## config.mk

```make
export PLATFORM = sky130hd
export DESIGN_NAME = button_debouncer_array
export DESIGN_NICKNAME = d
export VERILOG_FILES = /design/src/rtl/sudoku_ctrl_pkg.sv /design/src/rtl/btn_channel_fsm.sv /design/src/rtl/button_debouncer_array.sv
export SDC_FILE = /design/constraint.sdc
export NUM_CORES = 1
export LEC_CHECK = 0
export CAP_MARGIN = 20
export CELL_PAD_IN_SITES_DETAIL_PLACEMENT = 1
export CELL_PAD_IN_SITES_GLOBAL_PLACEMENT = 1
export CORE_MARGIN = 2
export CORE_UTILIZATION = 35
export CTS_CLUSTER_SIZE = 24
export DETAILED_ROUTE_END_ITERATION = 16
export PLACE_DENSITY = 0.67
export RECOVER_POWER = 100
export SLEW_MARGIN = 20
export SYNTH_ARGS = -nofsm -noshare
export SYNTH_HDL_FRONTEND = slang
export SYNTH_SLANG_ARGS = --single-unit
```

## constraint.sdc

```tcl
create_clock -name clk -period 3.4 [get_ports clk]
set_input_delay 0.68 -clock clk [delete_from_list [all_inputs] [get_ports clk]]
set_output_delay 0.68 -clock clk [all_outputs]
set_load 0.01 [all_outputs]
```

## src/rtl/sudoku_ctrl_pkg.sv

```systemverilog
// sudoku_ctrl_pkg: shared types and constants for the Sudoku controller button path
package sudoku_ctrl_pkg;

  typedef enum logic [2:0] {
    ST_IDLE,
    ST_PRESS_DEB,
    ST_HOLD,
    ST_REPEAT,
    ST_RELEASE_DEB
  } btn_state_e;

  localparam int DEF_CHANNELS        = 5;
  localparam int DEF_DEBOUNCE_CYCLES = 50;
  localparam int DEF_REPEAT_DELAY    = 24_999_999;
  localparam int DEF_REPEAT_PERIOD   = 7_999_999;
  localparam int DEF_ACCEL_AFTER     = 8;

  localparam int BTN_UP    = 0;
  localparam int BTN_DOWN  = 1;
  localparam int BTN_LEFT  = 2;
  localparam int BTN_RIGHT = 3;
  localparam int BTN_SEL   = 4;

  function automatic int max3(input int a, input int b, input int c);
    int m;
    m = (a > b) ? a : b;
    return (m > c) ? m : c;
  endfunction

endpackage

```

## src/rtl/btn_channel_fsm.sv

```systemverilog
// btn_channel_fsm: one button channel (synchroniser, debounce/repeat counter, FSM); BTN_REPEAT_ACCEL_EN halves the repeat period after ACCEL_AFTER repeats
module btn_channel_fsm
  import sudoku_ctrl_pkg::*;
#(
  parameter int DEBOUNCE_CYCLES = DEF_DEBOUNCE_CYCLES,
  parameter int REPEAT_DELAY    = DEF_REPEAT_DELAY,
`ifdef BTN_REPEAT_ACCEL_EN
  parameter int ACCEL_AFTER     = DEF_ACCEL_AFTER,
`endif
  parameter int REPEAT_PERIOD   = DEF_REPEAT_PERIOD
) (
  input  logic clk,
  input  logic reset_fixed,
  input  logic block_i,
  input  logic repeat_en_i,
  input  logic btn_i,
  output logic press_o,
  output logic press_d_o,
  output logic level_o
);

  localparam int CW = $clog2(max3(DEBOUNCE_CYCLES, REPEAT_DELAY, REPEAT_PERIOD)) + 1;
  typedef logic [CW-1:0] cnt_t;
  localparam cnt_t DEB_TH  = cnt_t'(DEBOUNCE_CYCLES);
  localparam cnt_t DLY_TH  = cnt_t'(REPEAT_DELAY - 1);
  localparam cnt_t PER_TH  = cnt_t'(REPEAT_PERIOD - 1);

  logic [1:0] sync_q;
  logic       s;
  btn_state_e state_q, state_d;
  cnt_t       cnt_q, cnt_d;
  cnt_t       rep_th;
  logic       press_q, press_d;
  logic       level_q, level_d;

  assign s = sync_q[1];

  // Two-flop synchroniser for the asynchronous pin
  always_ff @(posedge clk or negedge reset_fixed)
    if (!reset_fixed) sync_q <= '0;
    else sync_q <= {sync_q[0], btn_i};

`ifdef BTN_REPEAT_ACCEL_EN
  localparam int AW = $clog2(ACCEL_AFTER + 1) + 1;
  typedef logic [AW-1:0] rcnt_t;
  localparam rcnt_t ACC_TH  = rcnt_t'(ACCEL_AFTER);
  localparam cnt_t  FAST_TH = cnt_t'((REPEAT_PERIOD >> 1) - 1);
  rcnt_t rcnt_q, rcnt_d;

  // Saturating repeat-pulse count, restarted whenever the channel enters HOLD
  always_comb
    rcnt_d = (state_d == ST_HOLD && state_q != ST_HOLD) ? '0 :
             (press_d && state_q != ST_PRESS_DEB && rcnt_q < ACC_TH) ? rcnt_q + 1'b1 : rcnt_q;

  // Repeat count register
  always_ff @(posedge clk or negedge reset_fixed)
    if (!reset_fixed) rcnt_q <= '0;
    else rcnt_q <= rcnt_d;

  assign rep_th = (rcnt_q >= ACC_TH) ? FAST_TH : PER_TH;
`else
  assign rep_th = PER_TH;
`endif

  // Next-state logic: debounce press/release, count hold time, emit pulses
  always_comb begin
    state_d = state_q;
    cnt_d   = cnt_q;
    press_d = 1'b0;
    level_d = level_q;
    case (state_q)
      ST_IDLE:
        if (s && !block_i) begin
          state_d = ST_PRESS_DEB;
          cnt_d   = cnt_t'(1);
        end
      ST_PRESS_DEB:
        if (!s || block_i) begin
          state_d = ST_IDLE;
          cnt_d   = '0;
        end else if (cnt_q >= DEB_TH) begin
          state_d = ST_HOLD;
          cnt_d   = '0;
          press_d = 1'b1;
          level_d = 1'b1;
        end else cnt_d = cnt_q + 1'b1;
      ST_HOLD, ST_REPEAT:
        if (!s || block_i) begin
          state_d = ST_RELEASE_DEB;
          cnt_d   = '0;
        end else if (!repeat_en_i) begin
          state_d = ST_HOLD;
          cnt_d   = '0;
        end else if (cnt_q >= ((state_q == ST_HOLD) ? DLY_TH : rep_th)) begin
          state_d = ST_REPEAT;
          cnt_d   = '0;
          press_d = 1'b1;
        end else cnt_d = cnt_q + 1'b1;
      ST_RELEASE_DEB:
        if (s) cnt_d = '0;
        else if (cnt_q >= DEB_TH) begin
          state_d = ST_IDLE;
          cnt_d   = '0;
          level_d = 1'b0;
        end else cnt_d = cnt_q + 1'b1;
      default: begin
        state_d = ST_IDLE;
        cnt_d   = '0;
        level_d = 1'b0;
      end
    endcase
  end

  // State, counter and output registers
  always_ff @(posedge clk or negedge reset_fixed)
    if (!reset_fixed) begin
      state_q <= ST_IDLE;
      cnt_q   <= '0;
      press_q <= 1'b0;
      level_q <= 1'b0;
    end else begin
      state_q <= state_d;
      cnt_q   <= cnt_d;
      press_q <= press_d;
      level_q <= level_d;
    end

  assign press_o   = press_q;
  assign press_d_o = press_d;
  assign level_o   = level_q;

endmodule

```

## src/rtl/button_debouncer_array.sv

```systemverilog
// button_debouncer_array: N independent button channels with press pulses, levels and a combined any_press; BTN_REPEAT_ACCEL_EN enables repeat acceleration
module button_debouncer_array
  import sudoku_ctrl_pkg::*;
#(
  parameter int CHANNELS        = DEF_CHANNELS,
  parameter int DEBOUNCE_CYCLES = DEF_DEBOUNCE_CYCLES,
  parameter int REPEAT_DELAY    = DEF_REPEAT_DELAY,
  parameter int REPEAT_PERIOD   = DEF_REPEAT_PERIOD,
  parameter int ACCEL_AFTER     = DEF_ACCEL_AFTER
) (
  input  logic                clk,
  input  logic                reset_fixed,
  input  logic                block,
  input  logic [CHANNELS-1:0] repeat_en,
  input  logic [CHANNELS-1:0] btn_in,
  output logic [CHANNELS-1:0] btn_press,
  output logic [CHANNELS-1:0] btn_level,
  output logic                any_press
);

  logic [CHANNELS-1:0] press_d;
  logic                any_press_q;

  if (CHANNELS < 1 || DEBOUNCE_CYCLES < 1 || REPEAT_DELAY < 1 || REPEAT_PERIOD < 2 || ACCEL_AFTER < 0) begin : g_bad_params
    $error("button_debouncer_array: illegal parameter value");
  end

  for (genvar c = 0; c < CHANNELS; c++) begin : g_ch
    btn_channel_fsm #(
      .DEBOUNCE_CYCLES(DEBOUNCE_CYCLES),
      .REPEAT_DELAY   (REPEAT_DELAY),
`ifdef BTN_REPEAT_ACCEL_EN
      .ACCEL_AFTER    (ACCEL_AFTER),
`endif
      .REPEAT_PERIOD  (REPEAT_PERIOD)
    ) u_ch (
      .clk        (clk),
      .reset_fixed(reset_fixed),
      .block_i    (block),
      .repeat_en_i(repeat_en[c]),
      .btn_i      (btn_in[c]),
      .press_o    (btn_press[c]),
      .press_d_o  (press_d[c]),
      .level_o    (btn_level[c])
    );
  end

  // Register the OR of next-state pulses so any_press lines up with btn_press
  always_ff @(posedge clk or negedge reset_fixed)
    if (!reset_fixed) any_press_q <= 1'b0;
    else any_press_q <= |press_d;

  assign any_press = any_press_q;

endmodule
```

[Word-level counts from Yosys, hierarchy flattened]
Cells that the tools add are included.
Word-level totals
  flip-flop bits (word level): 166
  input bits: 13
  output and inout bits: 11
  word-level logic and storage cells: 288
Operators by class
  $add $sub $neg: 5
  magnitude comparators: 10
  eq/ne operators: 55
  muxes and demuxes: 145
  bitwise logic cells: 5
  reductions and logical operators: 42
Operators with widths (number)
  $mux 26: 35
  $pmux 26 s4: 5
  $add 26x1->26 const B: 5
  $ge 26x26->1: 5
  $ge 26x6->1 const B: 5
  $mux 25: 5
  $mux 3: 40
  $pmux 3 s4: 5
  $reduce_and 5->1: 10
  $mux 1: 45
  $eq 3x2->1 const B: 10
  $ne 2x1->1 const B: 15
  $ne 2x2->1 const B: 10
  $ne 4x2->1 const B: 5
  $eq 3x1->1 const B: 5
  $eq 3x3->1 const B: 5
  $logic_not 3->1: 5
  $ne 3x1->1 const B: 5
  $pmux 1 s3: 5
  $reduce_or 3->1: 5
  $pmux 1 s2: 5
  $reduce_or 2->1: 5
  $logic_not 1->1: 6
  $logic_and 1x1->1: 5
  other kinds (3): 11

[Depth between registers and ports, before layout]
  depth after elaboration: 8
  mapped depth: 14

[Cells and area by module]
A second synthesis with hierarchy kept.
Unflattened totals
  cell total of the unflattened synthesis: 1359
  area total of the unflattened synthesis: 11318.4 µm²
Modules (own cells, without submodules)
  btn_channel_fsm at g_ch[0].u_ch ...: instances 3, cells an instance 272, area an instance 2254.7 µm², seq. area each 825.8 µm²
  btn_channel_fsm at g_ch[3].u_ch: instances 1, cells an instance 271, area an instance 2265.9 µm², seq. area each 825.8 µm²
  btn_channel_fsm at g_ch[4].u_ch: instances 1, cells an instance 268, area an instance 2250.9 µm², seq. area each 825.8 µm²
  button_debouncer_array: instances 1, cells an instance 4, area an instance 37.5 µm², seq. area each 25.0 µm²

[Least setup slack after synthesis]
OpenSTA, ideal clock, no wires.
  path type: register to register
  start: register g_ch[4].u_ch.state_q[2]
  end: register any_press_q, in the netlist any_press
  library setup time: 0.139 ns
  data arrival time: 3.084 ns
  slack: 0.177 ns
  stages on the path, launching flop included: 13
  path buffers: 1
  clock period less this slack: 3.223 ns
  cells stage by stage: dfrtp_1 -> clkbuf_1 -> nand2b_1 -> or2_2 -> inv_1 -> ha_1 -> a2111oi_0 -> o21ai_1 -> a31oi_1 -> a2111oi_1 -> or2_2 -> a221o_1 -> or4_1
Between the ends
  word-level cells in the longest chain between the ends: 8
  elaborated cells between the ends (all ways): 11
  classes of those cells: order compare (1); eq/ne (3); mux (5); reduce/logical (2)
RTL lines
  start: declaration: line btn_channel_fsm.sv:30  | btn_state_e state_q, state_d;
  start signal: assignment: line btn_channel_fsm.sv:122  | state_q <= state_d;
  $eq 3x2->1: line btn_channel_fsm.sv:71, btn_channel_fsm.sv:94
  $mux 25: line btn_channel_fsm.sv:94  | end else if (cnt_q >= ((state_q == ST_HOLD) ? DLY_TH : rep_th)) begin
  $ge 26x26->1: line btn_channel_fsm.sv:94
  $mux 1: line btn_channel_fsm.sv:94
  $mux 1: line btn_channel_fsm.sv:91  | end else if (!repeat_en_i) begin
  $mux 1: line btn_channel_fsm.sv:88  | if (!s || block_i) begin
  $pmux 1 s2 *: line btn_channel_fsm.sv:71  | case (state_q)
  $reduce_or 5->1 *: line button_debouncer_array.sv:51  | else any_press_q <= |press_d;
  end signal: assignment: line button_debouncer_array.sv:51
  end: declaration: line button_debouncer_array.sv:22  | logic any_press_q;
Every way passes the cells marked *; elsewhere a longest branch is shown, timed or not.
A chain may end at the register's enable or synchronous reset.

[Worst setup path after layout]
  start: register g_ch[2].u_ch.state_q[1]
  end: register any_press_q, in the netlist any_press
Between the ends
  word-level cells in the longest chain between the ends: 8
  elaborated cells between the ends (all ways): 11
  classes of those cells: order compare (1); eq/ne (3); mux (5); reduce/logical (2)
RTL lines
  start: declaration: line btn_channel_fsm.sv:30
  start signal: assignment: line btn_channel_fsm.sv:122
  $eq 3x2->1: line btn_channel_fsm.sv:71, btn_channel_fsm.sv:94
  $mux 25: line btn_channel_fsm.sv:94
  $ge 26x26->1: line btn_channel_fsm.sv:94
  $mux 1: line btn_channel_fsm.sv:94
  $mux 1: line btn_channel_fsm.sv:91
  $mux 1: line btn_channel_fsm.sv:88
  $pmux 1 s2 *: line btn_channel_fsm.sv:71
  named net g_ch[2].u_ch.press_d_o: line btn_channel_fsm.sv:18  | output logic press_d_o,
  $reduce_or 5->1 *: line button_debouncer_array.sv:51
Mark *: on every way through the listed nets, which the timed path passes. The rest lies on a longest branch.

==> metrics.md <==
| Metric | Value |
|---|---|
| Outcome | complete, but fails checks |
| Failing checks | max-capacitance violations, max-slew violations |
| Area of the mapped netlist | 0.01067 mm^2 |
| Area of all placed cells without fillers | 0.01204 mm^2 |
| CTS clock-pin slew for the worst setup and hold paths | 0.07 ns |
| Worst-case vdd ir drop | 335.0 uV |
| Insertion delay to the later sink of the worst-skew pair | 0.44 ns |
| Met3 capacity usage during global routing | 2.962% |
| Wire length per cell after detailed routing | 18.13 um |
| Seq/Total Area, Yosys | 38.94% |
| Ports placed on the boundary | 24 |
| Setup violation total in the final timing report | 0 |
| Total of flip-flops plus latches after synthesis | 166 |
| XOR/XNOR share of the synthesized area | 0.1642% |
| Grt total ovfl | 0 |
| Number of I/O port buffers | 23 |
| Power per standard cell area | 377.2 mW/mm^2 |
| Root cell of the clock tree | sky130_fd_sc_hd__clkbuf_16 |
| Total power | 4.542 mW |
| Share of final-layout standard cells stronger than drive strength 1 | 8.081% |
| Final Max Tran Viols | 57 |
| Antenna violation net count after detailed routing | 0 |
| Post-synthesis async set-or-reset flop share | 100.0% |
| CTS Hold Bufs | 0 |
| Critical path peak fanout | 7 |
| Global-route wire length before repair | 51,730 um |
| Met2 track demand over resource | 33.72% |
| Cell row count | 63 |
| Met1 global-route usage | 27.11% |
| Max Clock Skew | 0.009749 ns |
| Leading cell types in the layout, fill and taps excluded | sky130_fd_sc_hd__dfrtp_1, sky130_fd_sc_hd__nand2_1, sky130_fd_sc_hd__nor2_1, sky130_fd_sc_hd__nand3_1, sky130_fd_sc_hd__o21ai_0 |
| Area share of fa/ha/maj cells after synthesis | 7.038% |
| Maximum level of the CTS H-tree | 4 |
| YS warnings | 0 |
| Unrepaired setup endpoints after global routing | no |
| Time the final worst path needs with I/O delays and setup | 3.223 ns |
| Mux share of post-synthesis cell area | 1.783% |
| Growth of design area from synthesis to finish | 12.88% |
| Total length of routed wires | 30,400 um |
| Most area-consuming cells after synthesis | sky130_fd_sc_hd__dfrtp_1, sky130_fd_sc_hd__ha_1, sky130_fd_sc_hd__nand2_1 |
| Cell accounting for the most synthesized area | sky130_fd_sc_hd__dfrtp_1 |
| Vias post-DR | 9,819 |
| Syn Inst Count | 1,256 |
| Net count of the mapped netlist | 1,329 |
| Average vias per placed instance | 5.855 |
| Top flip-flop cell by instance count after synthesis | sky130_fd_sc_hd__dfrtp_1 |
| Highest achievable clock rate | 310.3 MHz |
| Post-Route Setup TNS | 0 ns |
| Most common library cell in the layout ignoring fill and taps | sky130_fd_sc_hd__dfrtp_1 |
| Number of clock buffers inserted by TritonCTS | 17 |
| Data arrival time of the critical path | 3.53 ns |
| RD Place Congestion | 0.8223 |
| Clock sink count | 166 |
| Drt drc | 0 |
| Number of enable flip-flop cells after synthesis | 0 |
| Die Y-Extent | 178.6 um |
| CP Launch Type | flip-flop |
| Count of inserted antenna diode cells | 0 |
| Max-Slew Margin vs Limit | -10.84% |
| Share of the clock period used by the worst path | 94.80% |
| Critical setup path kind | flip-flop to flip-flop |
| Antenna violations before repair | 0 |
| Detailed placement HPWL | 21,780 um |
| Simple-gate share of the synthesized area | 25.78% |
| Global routing usage summed across all routing layers | 20.16% |
| Standard cell area after detailed placement | 0.01144 mm^2 |
| Data required time at the worst endpoint | 3.71 ns |
| Clock tree from TritonCTS | yes |
| First-pass detailed-route iteration total | 5 |
| Number of distinct library cells after synthesis | 68 |
| Width of the chip | 178.6 um |
| Count of fill cells added during filler insertion | 3,538 |
| Tightest Pin Transition | 1.663 ns |
| Worst min path class | flip-flop to flip-flop |
| Dominant combinational cell family by area after synthesis | simple AND/OR/NAND/NOR gates |
| CP Capture Type | flip-flop |
| Post-synthesis area per instance | 8.492 um^2 |
| Std-Cell Core Area | 0.02980 mm^2 |
| Maximum count of clock buffers along a single path | 2 |
| Leakage Power | 5.033 nW |
| Die area | 0.03189 mm^2 |
| Share of the synthesized area in the top cell type | 38.94% |
| Final nets | 1,347 |
| Max-cap violations | 1 |
| Final Hold Violating Endpoints | 0 |
| Global-route layer with the greatest usage | met2 |
| Number of global-route vias before repair | 10,020 |
| Compound-gate portion of the synthesized area | 21.84% |
| Pin count of the biggest net entering global routing | 60 |
| First-iteration detailed-routing DRC count | 617 |
| Starting Density | 35.80% |
## registers in the layout, indices dropped and copies added, names as in the netlist
name               count
g_ch.u_ch.press_o      5
g_ch.u_ch.cnt_q      130
any_press              1
g_ch.u_ch.state_q     15
g_ch.u_ch.level_o      5
g_ch.u_ch.sync_q      10
## cells by family (layout without fill, tap and decap cells)
family / Yosys count / in the layout
buffers and inverters: 103 / 134
adders and majority gates: 60 / 60
and+or+nand+nor: 542 / 542
muxes: 19 / 19
xor gates and xnor gates: 2 / 2
DFF: 166 / 166
AOI/OAI and AO/OA: 364 / 364
## routing by layer
metal / vias up / part of all wire [%]
met5: - / 0
met4: 0 / 1.2
met3: 21 / 3.0
met2: 124 / 48
met1: 4940 / 48
li1: 4734 / -
## area by class of cell
class | count | area (um^2) | share of cell area, %
Inverter | 32 | 120.1 | 0.9976
Tap cell | 390 | 488.0 | 4.053
Multi-Input combinational cell | 987 | 6105 | 50.70
Clock buffer | 20 | 446.7 | 3.710
Timing Repair Buffer | 70 | 584.3 | 4.853
Sequential cell | 166 | 4154 | 34.50
Clock inverter | 12 | 142.6 | 1.185
## stage by stage
stage	cells	setup WS (ns)	hold WS, ns	util [%]
after detailed placement	1645	0.09990	0.3363	38.39
after CTS	1677	0.07867	0.2293	40.36
after global placement	1645	0.1524	0.3319	38.39
after global routing	1677	0.01070	0.3554	40.41
final	1677	0.1769	0.3432	40.41
after floorplan	1256	0.1770	0.3312	-
## cell usage after synthesis (all sizes together) (6+ instances only)
cell,number
nand2,131
dfrtp,166
clkbuf,48
a21oi,85
o21a,9
buf,23
o22ai,7
a21o,15
o41ai,14
a22o,7
nand4,25
nor2,92
o211ai,13
a31oi,51
and3,26
inv,32
or2,12
nor2b,15
and2,8
o21ai,88
o31ai,24
mux2i,19
nor3b,6
or3,8
nand3,91
nor4,30
ha,60
nor3,49
nand2b,31
a211oi,17
## timing repair
action	CTS	global route
setup buffers	0	0
endpoints found under the hold margin	0	0
resized for setup	0	12
endpoints found under the setup margin	0	33
## final timing paths
check	startpoint	to	slack, ns	depth (start not counted)
min	g_ch[0].u_ch.sync_q[0]$_DFF_PN0_	g_ch[0].u_ch.sync_q[1]$_DFF_PN0_	0.34	0
min in group asynchronous	reset_fixed	g_ch[0].u_ch.cnt_q[13]$_DFFE_PN0N_	0.63	1
max	g_ch[2].u_ch.state_q[1]$_DFFE_PN0P_	any_press$_DFF_PN0_	0.18	11
max in group asynchronous	reset_fixed	g_ch[4].u_ch.state_q[0]$_DFFE_PN0P_	1.21	2
max reg2reg	g_ch[2].u_ch.state_q[1]$_DFFE_PN0P_	any_press$_DFF_PN0_	0.18	11
min reg2reg	g_ch[0].u_ch.sync_q[0]$_DFF_PN0_	g_ch[0].u_ch.sync_q[1]$_DFF_PN0_	0.34	0
## critical path, cell delays in order, from the launching register on
cell and delay [ns]:
sky130_fd_sc_hd__dfrtp_1 0.34, sky130_fd_sc_hd__inv_1 0.07, sky130_fd_sc_hd__or3_1 0.51, sky130_fd_sc_hd__inv_1 0.18, sky130_fd_sc_hd__ha_1 0.27, sky130_fd_sc_hd__a211oi_1 0.25, sky130_fd_sc_hd__a21oi_1 0.14, sky130_fd_sc_hd__nor4_4 0.40
sky130_fd_sc_hd__o41ai_1 0.15, sky130_fd_sc_hd__a31oi_1 0.17, sky130_fd_sc_hd__nor3_1 0.08, sky130_fd_sc_hd__or4_1 0.53
## where the power goes
group          internal, mW  switching [mW]  leakage [nW]
clock network          1.11           0.878         0.286
registers              2.02          0.0835          2.25
logic                 0.165           0.276          2.50
No activity file was read; power rests on OpenSTA's default activity.
